--- config.mk ---
export PLATFORM = sky130hd
export DESIGN_NAME = div_result_bank
export DESIGN_NICKNAME = d
export VERILOG_FILES = /design/src/rtl/div_result_bank.sv
export SDC_FILE = /design/constraint.sdc
export NUM_CORES = 1
export LEC_CHECK = 0
export ABC_CLOCK_PERIOD_IN_PS = 3100
export BUFFER_PORTS_ARGS = -buffer_cell sky130_fd_sc_hd__buf_2
export CORE_ASPECT_RATIO = 2
export CORE_MARGIN = 3
export CORE_UTILIZATION = 45
export CTS_CLUSTER_SIZE = 30
export DETAILED_ROUTE_END_ITERATION = 8
export GPL_TIMING_DRIVEN = 1
export HOLD_SLACK_MARGIN = 0.1
export PLACE_DENSITY_LB_ADDON = 0.08
export SLEW_MARGIN = 20
export SYNTH_ARGS = -nofsm -noshare
export SYNTH_HDL_FRONTEND = slang
export SYNTH_SLANG_ARGS = --single-unit
--- constraint.sdc ---
create_clock -name clk -period 3.1 [get_ports clk]
set_input_delay 0.31 -clock clk [delete_from_list [all_inputs] [get_ports clk]]
set_output_delay 0.31 -clock clk [all_outputs]
set_load 0.02 [all_outputs]
--- src/rtl/div_result_bank.sv ---
// div_result_bank: 2-entry skid FIFO, round/saturate stage and per-channel
// quotient/fraction register bank fed by a tagged AXI-Stream divider output.
module div_result_bank #(
  parameter int QUOT_W  = 16,
  parameter int FRAC_W  = 8,
  parameter int TDATA_W = 25,
  parameter int NCH     = 4,
  localparam int CH_W   = (NCH > 1) ? $clog2(NCH) : 1
) (
  input  logic                  clk,
  input  logic                  rst_n,
  input  logic [TDATA_W-1:0]    s_axis_div_tdata,
  input  logic                  s_axis_div_tvalid,
  output logic                  s_axis_div_tready,
  input  logic [CH_W:0]         s_axis_div_tuser,
  input  logic                  round_en,
  input  logic                  hold,
  input  logic [NCH-1:0]        dbz_clr,
  output logic [NCH*QUOT_W-1:0] quotient_bus,
  output logic [NCH*FRAC_W-1:0] remainder_bus,
  output logic                  upd_valid,
  output logic [CH_W-1:0]       upd_ch,
  output logic                  upd_sat,
  output logic [NCH-1:0]        dbz_sticky
);

  localparam int DW = QUOT_W + FRAC_W;
  localparam int EW = DW + CH_W + 1;

  logic [EW-1:0]     fifo_mem [2];
  logic              wr_ptr;
  logic              rd_ptr;
  logic [1:0]        count;
  logic [1:0]        count_next;
  logic              push;
  logic              pop;

  logic [EW-1:0]     head;
  logic [QUOT_W-1:0] h_quot;
  logic [FRAC_W-1:0] h_frac;
  logic              h_dbz;
  logic [CH_W-1:0]   h_ch;
  logic              h_in_range;

  logic [QUOT_W-1:0] proc_quot;
  logic [FRAC_W-1:0] proc_frac;
  logic              proc_sat;

  logic              p_valid;
  logic [CH_W-1:0]   p_ch;
  logic              p_dbz;
  logic              p_sat;
  logic [QUOT_W-1:0] p_quot;
  logic [FRAC_W-1:0] p_frac;
  logic              p_write;

  logic [QUOT_W-1:0] quot_bank [NCH];
  logic [FRAC_W-1:0] frac_bank [NCH];
  logic [NCH-1:0]    set_mask;

  // P drains every unheld cycle, so a pop only needs data and no hold.
  always_comb begin
    push       = s_axis_div_tvalid & s_axis_div_tready;
    pop        = (count != 2'd0) & ~hold;
    p_write    = p_valid & ~hold;
    count_next = count;
    if (push && !pop) count_next = count + 2'd1;
    else if (!push && pop) count_next = count - 2'd1;
  end

  // FIFO storage needs no reset; occupancy is tracked by the pointers.
  always_ff @(posedge clk) begin
    if (push) fifo_mem[wr_ptr] <= {s_axis_div_tuser, s_axis_div_tdata[DW-1:0]};
  end

  // FIFO pointers, occupancy and registered ready.
  always_ff @(posedge clk or negedge rst_n) begin
    if (!rst_n) begin
      wr_ptr            <= 1'b0;
      rd_ptr            <= 1'b0;
      count             <= 2'd0;
      s_axis_div_tready <= 1'b0;
    end else begin
      if (push) wr_ptr <= ~wr_ptr;
      if (pop)  rd_ptr <= ~rd_ptr;
      count             <= count_next;
      s_axis_div_tready <= (count_next < 2'd2);
    end
  end

  // Decode the FIFO head and apply divide-by-zero / rounding rules.
  always_comb begin
    head       = fifo_mem[rd_ptr];
    h_quot     = head[DW-1:FRAC_W];
    h_frac     = head[FRAC_W-1:0];
    h_dbz      = head[DW];
    h_ch       = head[EW-1:DW+1];
    h_in_range = (32'(h_ch) < NCH);
    proc_quot  = h_quot;
    proc_frac  = h_frac;
    proc_sat   = 1'b0;
    if (h_dbz) begin
      proc_quot = '1;
      proc_frac = '0;
    end else if (round_en && h_frac[FRAC_W-1]) begin
      if (&h_quot) proc_sat = 1'b1;
      else proc_quot = h_quot + {{(QUOT_W-1){1'b0}}, 1'b1};
    end
  end

  // Stage P: frozen under hold; out-of-range channels are popped but never made valid.
  always_ff @(posedge clk or negedge rst_n) begin
    if (!rst_n) begin
      p_valid <= 1'b0;
      p_ch    <= '0;
      p_dbz   <= 1'b0;
      p_sat   <= 1'b0;
      p_quot  <= '0;
      p_frac  <= '0;
    end else if (!hold) begin
      p_valid <= pop & h_in_range;
      if (pop) begin
        p_ch   <= h_ch;
        p_dbz  <= h_dbz;
        p_sat  <= proc_sat;
        p_quot <= proc_quot;
        p_frac <= proc_frac;
      end
    end
  end

  // Sticky set request from the write currently leaving P.
  always_comb begin
    set_mask = '0;
    if (p_write && p_dbz) set_mask[p_ch] = 1'b1;
  end

  // Stage B: bank write, update pulse and sticky flags (set beats clear).
  always_ff @(posedge clk or negedge rst_n) begin
    if (!rst_n) begin
      for (int k = 0; k < NCH; k++) begin
        quot_bank[k] <= '0;
        frac_bank[k] <= '0;
      end
      upd_valid  <= 1'b0;
      upd_ch     <= '0;
      upd_sat    <= 1'b0;
      dbz_sticky <= '0;
    end else begin
      upd_valid  <= p_write;
      dbz_sticky <= (dbz_sticky & ~dbz_clr) | set_mask;
      if (p_write) begin
        quot_bank[p_ch] <= p_quot;
        frac_bank[p_ch] <= p_frac;
        upd_ch          <= p_ch;
        upd_sat         <= p_sat;
      end
    end
  end

  // Flatten the bank onto the snapshot buses.
  always_comb begin
    quotient_bus  = '0;
    remainder_bus = '0;
    for (int k = 0; k < NCH; k++) begin
      quotient_bus[k*QUOT_W +: QUOT_W]  = quot_bank[k];
      remainder_bus[k*FRAC_W +: FRAC_W] = frac_bank[k];
    end
  end

endmodule

Word-level counts from Yosys, hierarchy flattened
Memory sizes are Yosys's and may differ from the RTL's.
Cells that the tools add are included.

storage, ports and cells
  register bits after elaboration = 138
  memory bits (writable) = 54
  logic and storage cells = 72
  output and inout port bits = 105
  memories = 1
  input bits = 37

memory list
  name      words  width  rd ports  clocked after Yosys merged registers in  wr ports  line  text
  fifo_mem  2      27     1         0                                        1         30    logic [EW-1:0] fifo_mem [2];

cells by class
  reduce and logical (&&, ||, !) cells = 11
  multiplexer cells = 20
  $lt $le $gt $ge = 5
  bitwise gates (word level) = 10
  $add $sub $neg = 3

operators with widths
  kind                                                                number
  bitwise mux 64 bit                                                  1
  2-to-1 mux 16 bit                                                   4
  bitwise mux 32 bit                                                  1
  demux 16 bit (select 2 bit)                                         1
  adder 16 x 1 -> 16 bit (second input constant)                      1
  demux 8 bit (select 2 bit)                                          1
  2-to-1 mux 8 bit                                                    2
  AND reduction 16 bit                                                1
  logical AND 1 bit                                                   6
  2-to-1 mux 1 bit                                                    6
  bitwise AND 4 bit                                                   1
  2-to-1 mux 2 bit                                                    2
  2-to-1 mux 4 bit                                                    1
  inverter 4 bit                                                      1
  OR 4 bit                                                            1
  bitwise AND 1 bit                                                   3
  greater-or-equal comparator 3 bit (second input constant)           1
  < comparator 2 x 3 -> 1 bit (second input constant)                 1
  < comparator 3 x 1 -> 1 bit (second input constant)                 1
  inverter 1 bit                                                      3
  inverter 2 -> 3 bit                                                 1
  adder 2 x 1 -> 2 bit (second input constant)                        1
  demux 1 bit (select 2 bit)                                          1
  greater-or-equal comparator 2 x 1 -> 1 bit (second input constant)  1
  other kinds (5)                                                     6

Logic depth before layout (Yosys ltp)
Gate-level depths: netlist of run 1.

  depth in word-level cells = 6
  mapped depth = 10
  depth with buffers taken out = 8

Worst setup path after synthesis of run 1
OpenSTA, ideal clock, no wires.

  path type = reg-to-reg
  from = reg rd_ptr
  to = reg p_quot[2]
  cell stages (with the launch flop) = 11
  buffers on the path = 3
  data arrival time = 2.519 ns
  period minus slack after synthesis = 2.639 ns
  slack = 0.461 ns
  setup time = 0.120 ns
  required time = 2.980 ns
  path through = dfrtp_1 -> clkbuf_4 -> buf_4 -> buf_2 -> mux2_2 -> ha_1 -> nand4b_4 -> a221oi_4 -> a31oi_4 -> or3_1 -> and3_1

on the way
  longest elaborated chain between the ends = 5
  elaborated cells between the ends (all ways) = 7
  those cells by class = add/sub: 1; mux: 3; reduce/logical: 2; memory: 1

RTL lines
  what                                                            line      text
  start: declaration                                              32        logic rd_ptr;
  start signal: assignment                                        85        if (pop) rd_ptr <= ~rd_ptr;
  memory read (2 x 27 bit) *                                      -
  adder 16 x 1 -> 16 bit or AND reduction 16 bit (tied branches)  107, 106
  2-to-1 mux 16 bit                                               106       if (&h_quot) proc_sat = 1'b1;
  2-to-1 mux 16 bit                                               105       end else if (round_en && h_frac[FRAC_W-1]) begin
  2-to-1 mux 16 bit *                                             102       if (h_dbz) begin
  end signal: assignment                                          126       p_quot <= proc_quot;
  end: declaration                                                53        logic [QUOT_W-1:0] p_quot;

Mark *: on every way between the ends. The rest lies on a longest branch, timed or not.
A chain may end at the register's enable or synchronous reset.

Worst setup path in the final report of run 1
  from = reg count[0]
  to = reg p_quot[2]

on the way
  longest elaborated chain between the ends = 3

RTL lines
  what                           line  text
  start: declaration             33    logic [1:0] count;
  start signal: assignment       86    count <= count_next;
  nonzero test 2 bit             64    pop = (count != 2'd0) & ~hold;
  bitwise AND 1 bit              64
  AND reduction 2 bit (no line)  -

No other way between the ends.

==> summary.md, run 1 <==
| Metric | Value |
|---|---|
| Status | `finished, final reports clean` |
| Post-Syn Area | `0.00777 mm²` |
| Most instantiated library cell after synthesis | `dfrtp_1` |
| Highest clock rate | `378 MHz` |
| I/O pin total | `142` |
| Synth top area cells | `dfrtp_1 44%, edfxtp_1 21%, mux2_2 14%, mux2i_1 3.0%, nand2_1 1.7%` |
| Final ANT Viol Nets | `0` |
| Yosys reg bits | `192` |
| Synth cell count leaders | `138 x dfrtp_1, 98 x mux2_2, 54 x edfxtp_1` |
| Register area share after synthesis | `0.653` |
| Final core utilization | `0.572` |
| DR pass1 iterations | `4` |
| Leakage power | `4.11 nW` |
| Ys async rst share | `0.719` |
| Post-synth EDFFs | `54` |
| CP Capture Type | `flop` |
| WHS Path Cells | `3` |
| Inst Count DP | `856` |
| Register area | `0.00508 mm²` |
| Main synth FF type | `dfrtp_1` |
| Final-report hold violation count | `0` |
| Antenna violations before repair | `0` |
| CTS buffer count | `17` |
| Global-route wire length before repair | `28500 µm` |
| Post-synth top area cell | `dfrtp_1` |
| Slew Limit Fails | `0` |
| Hpwl dp | `approximately 13000 µm` |
| WP data arrival | `between 2 and 3 ns` |
| Via density | `5.34` |
| Min Tclk post-route | `~2.6 ns` |
| Max Buffers Root-to-Sink | `2` |
| Type of the most critical hold path | `input port to flop` |
| Critical path type | `flop to flop` |
| Final Setup Violations | `0` |
| Ratio of cells with drive above 1 in the final layout | `0.427` |
| Core area | `0.0168 mm²` |
| Worst Setup Start Kind | `flop` |
| YS warnings | `0` |
| Pwr dens | `1010 mW/mm²` |
| Worst-Skew Late Latency | `0.43 ns` |
| Share of the synthesized area in the top cell type | `0.445` |
| Synthesized instance count | `518` |
| Final Worst Setup Slack | `0.451 ns` |
| Worst vdd ir | `about 0.56 mV` |
| CTS tree | `yes` |
| Fin crit share | `0.854` |
| CTS sink count | `192` |
| Area delta synth->final | `24.1%` |
| Final nets | `742` |
| Worst reg-to-reg path cell count | `7` |
| Setup TNS | `0 ns` |
| Worst EP required | `around 3.4 ns` |
| Ant diodes | `0` |
| Via Count | `4919` |
| I/O Buffers | `140` |
| Max-Cap Viols | `0` |
| Total Routing Usage GR | `0.198` |
| RD Place Congestion | `0.800` |
| CTS-repair resized insts | `0` |
| Rows | `67` |
| Syn_nets | `between 500 and 600` |
| Final WL | `17900 µm` |
| Drt wl/cell | `roughly 19 µm` |
| Die height | `approximately 190 µm` |
| Final Non-Filler Cells | `921` |
| Detailed router's first-iteration violation count | `between 100 and 150` |
| Clock Skew | `0.0108 ns` |
| Vias in the first global route | `5162` |
| CTS HTree Levels | `4` |
| Die X | `~100 µm` |
| DRC | `0` |
| Worst-margin pin slew | `approximately 0.73 ns` |
| Multi-input logic area | `0.00253 mm²` |
| Clock-pin slew on the worst setup and hold paths | `0.07 ns` |
| Fill count | `1395` |
| Distinct cells, synth | `between 60 and 70` |
| Syn_area_per_cell | `around 15 µm²` |
| Die area | `about 0.019 mm²` |
| Largest fanout on the critical path | `19` |
| Pre-CTS setup slack | `0.408 ns` |
| Root Buffer | `clkbuf_16` |
| Max_slew headroom | `0.516` |
| Pin count of the biggest net entering global routing | `80` |
| Grt ovf | `0` |
| RSZ-0062 raised after global routing | `false` |
| Initial Util | `0.461` |
==> logic make-up (layout without fill, tap and decap cells) <==
| group | after synthesis | in the layout | share of synthesized area |
|---|---|---|---|
| DFF | 192 | 192 | 0.653 |
| AOI/OAI and AO/OA | 58 | 58 | 0.0580 |
| xor gates and xnor gates | 10 | 10 | 0.0113 |
| adders and majority gates | 4 | 4 | 0.00644 |
| buffers and inverters | 34 | 230 | 0.0217 |
| and+or+nand+nor | 95 | 95 | 0.0715 |
| muxes | 125 | 125 | 0.178 |
==> final timing paths <==
path                                endpoint  slack [ns]         startpoint
setup / recovery                   p_quot[2]        0.45           count[0]
hold / removal                        wr_ptr        0.30  s_axis_div_tvalid
setup reg to reg                   p_quot[2]        0.45           count[0]
hold reg to reg                      upd_sat        0.49            upd_sat
max in group asynchronous   quotient_bus[62]        1.86              rst_n
min in group asynchronous  remainder_bus[20]        0.47              rst_n
==> registers in the layout, summed over array words and instances, names as in the netlist, 2 cells and up <==
register	flops
quotient_bus	64
p_ch	2
p_frac	8
upd_ch	2
p_quot	16
count	2
fifo_mem	54
remainder_bus	32
dbz_sticky	4
==> through the flow <==
step	hold slack, ns	power, W	area [µm²]
global placement	0.372	0.00751	8720
finish	0.297	0.00969	9640
floorplan	0.0144	0.00632	7770
global route	0.309	0.0103	9640
detailed placement	0.381	0.00762	8720
CTS	0.287	0.00985	9640
==> layout make-up <==
type                       instances  share of cell area
multi-input combinational        292               0.263
timing repair buffer             185               0.118
inverter                          13             0.00506
clock inverter                    15              0.0165
sequential                       192               0.527
clock buffer                      17              0.0441
tap                              207              0.0269
==> critical path, cell delays in order, from the launching register on <==
cell and delay, ns:
dfrtp_1 0.36, inv_1 0.05, ha_1 0.20, or2_2 0.45, inv_2 0.34, nand2_1 0.47
or3_1 0.49, and3_1 0.17
==> metal layers <==
metal	wire [µm]	global-route usage
met1	6400	0.216
met2	10200	0.365
met3	634	0.0338
met4	694	0.0968
met5	0	0
==> where the power goes <==
part | internal, W | switching, W | total (W) | leakage [nW]
logic | 0.00140 | 0.00198 | 0.00338 | 1.73
clock network | 0.00115 | 0.00103 | 0.00218 | 0.292
registers | 0.00352 | 0.000615 | 0.00414 | 2.09
total | 0.00608 | 0.00362 | 0.00969 | 4.11
==> cell usage in the layout, fill, tap and decap left out, drive strengths merged, types with 3 or more instances in the layout <==
| cell type | instances |
|---|---|
| buf | 152 |
| dfrtp | 138 |
| mux2 | 102 |
| edfxtp | 54 |
| nand2 | 36 |
| dlygate4sd3 | 33 |
| inv | 24 |
| mux2i | 23 |
| o21ai | 18 |
| nor2 | 18 |
| clkbuf | 17 |
| a21oi | 10 |
| xnor2 | 8 |
| nand4 | 8 |
| nand3 | 6 |
| o22a | 5 |
| nand4b | 5 |
| ha | 4 |
| and4 | 4 |
| nand2b | 3 |
| a311oi | 3 |
| nor3 | 3 |
| clkinv | 3 |
==> timing repair <==
action                                 4_1_cts  5_1_grt
hold buffers                                33        0
endpoints found under the hold margin      134        0
buffers inserted                             0        0
(Power assumes the default switching activity.)
==> run 2: changes to the inputs <==
- CORE_ASPECT_RATIO: 2 -> default
- PLACE_DENSITY: default -> 0.67
- PLACE_DENSITY_LB_ADDON: 0.08 -> default
==> summary.md, run 2 (synthesis gave the netlist of run 1 again) <==
| Metric | Value |
|---|---|
| I/O pin total | `142` |
| Worst-Skew Late Latency | `0.43 ns` |
| Inst Count DP | `867` |
| Max Buffers Root-to-Sink | `2` |
| Final ANT Viol Nets | `0` |
| RD Place Congestion | `between 0.8 and 0.9` |
| Type of the most critical hold path | `input port to flop` |
| Slew Limit Fails | `0` |
| Grt ovf | `0` |
| Postcts setup bufs | `0` |
| DR pass1 iterations | `4` |
| CTS HTree Levels | `4` |
| Drt wl/cell | `17.6 µm` |
| Final core utilization | `0.580` |
| Worst vdd ir | `between 0.4 and 0.5 mV` |
| Worst-margin pin slew | `0.878 ns` |
| Ant diodes | `0` |
| Final WL | `16400 µm` |
| Die area | `0.0189 mm²` |
| Worst Setup Start Kind | `flop` |
| Initial Util | `0.463` |
| Ratio of cells with drive above 1 in the final layout | `0.426` |
| Highest clock rate | `about 400 MHz` |
| Via density | `5.18` |
| RSZ-0062 raised after global routing | `false` |
| CP Capture Type | `flop` |
| Fin crit share | `0.810` |
| Area delta synth->final | `25.2%` |
| Clock Skew | `0.0132 ns` |
| I/O Buffers | `140` |
| Via Count | `4830` |
| Min Tclk post-route | `2.51 ns` |
| Register area | `0.00508 mm²` |
| Clock-pin slew on the worst setup and hold paths | `0.07 ns` |
| Fill count | `1361` |
| Final Setup Violations | `0` |
| Hpwl dp | `11900 µm` |
| Largest fanout on the critical path | `13` |
| Leakage power | `4.14 nW` |
| Max reg flops | `64` |
| Core area | `between 0.015 and 0.02 mm²` |
| Die height | `137 µm` |
| Pin count of the biggest net entering global routing | `a little under 100` |
| Final nets | `740` |
| CTS sink count | `192` |
| CTS buffer count | `17` |
| Setup TNS | `0 ns` |
| Fin Hold WS | `0.280 ns` |
| Detailed router's first-iteration violation count | `175` |
| CTS tree | `yes` |
| Rows | `47` |
| WP data arrival | `2.83 ns` |
| Global-route wire length before repair | `26200 µm` |
| Critical path type | `flop to flop` |
| Pwr dens | `slightly above 1000 mW/mm²` |
| Multi-input logic area | `0.00253 mm²` |
| Root Buffer | `clkbuf_16` |
| Most common cell after layout, fill and taps aside | `buf_2` |
| Total Routing Usage GR | `0.182` |
| Final-report hold violation count | `0` |
| Worst EP required | `between 3 and 4 ns` |
| DRC | `0` |
| Final Non-Filler Cells | `roughly 930` |
| Max_slew headroom | `0.415` |
| Design Power | `0.00990 W` |
| Die X | `137 µm` |
| Antenna violations before repair | `0` |
| Status | `finished, final reports clean` |
| Max-Cap Viols | `0` |
| Vias in the first global route | `around 5000` |
| Most frequent cells in the layout | `139 x buf_2, 137 x dfrtp_1, 98 x mux2_2, 54 x edfxtp_1, 36 x nand2_1` |
run 2: cell count changes in the layout (fill, tap and decap cells not counted), sizes merged:
| cell | delta |
|---|---|
| inv | -9 |
| clkbuf | +2 |
| clkinvlp | +1 |
| buf | -2 |
| clkinv | +2 |
| bufinv | +4 |
run 2: cell type report:
type,instances,area share
multi-input cells,292,0.260
clock inverters,13,0.0210
inverters,13,0.00502
well taps,220,0.0283
flip-flops and latches,192,0.522
clock buffers,19,0.0477
repair buffers,183,0.116
run 2: worst max-delay path, stage by stage, from the launching register on:
cell and delay [ns]:
dfrtp_2 0.49, mux2_2 0.31, ha_1 0.32, nand4_2 0.17, a221oi_4 0.35, nand3_2 0.21
a311o_1 0.41, o221a_2 0.13
run 2: what timing repair did:
action,CTS,global route
resized for setup,0,0
hold buffers,33,0
hold endpoints to repair,156,0
run 2: metal layers:
layer  vias up  global-route usage  wire length, µm
met5         -                   0                0
met4         0              0.0660              214
met3        14              0.0354              651
met2       121               0.301             8210
met1      2432               0.239             7290
li1       2263                   -                -
run 2: through the flow:
stage / worst slack, ns / area (µm²)
CTS: 0.609 / 9720
global route: 0.447 / 9720
finish: 0.589 / 9720
floorplan: 0.461 / 7770
global placement: 0.720 / 8730
detailed placement: 0.647 / 8730
run 2: worst paths after layout:
path / from / endpoint / cells after the start / slack, ns
setup / recovery: rd_ptr / p_quot[7] / 7 / 0.59
min in group asynchronous: rst_n / p_frac[0] / 2 / 0.55
setup reg to reg: rd_ptr / p_quot[7] / 7 / 0.59
max in group asynchronous: rst_n / upd_sat / 3 / 1.81
hold reg to reg: p_sat / p_sat / 2 / 0.48
hold / removal: s_axis_div_tvalid / wr_ptr / 3 / 0.28
run 2: where the power goes:
group	internal, W	leakage [nW]	switching [W]
clock network	0.00150	0.329	0.000910
registers	0.00353	2.09	0.000622
logic	0.00139	1.72	0.00195
total	0.00642	4.14	0.00348
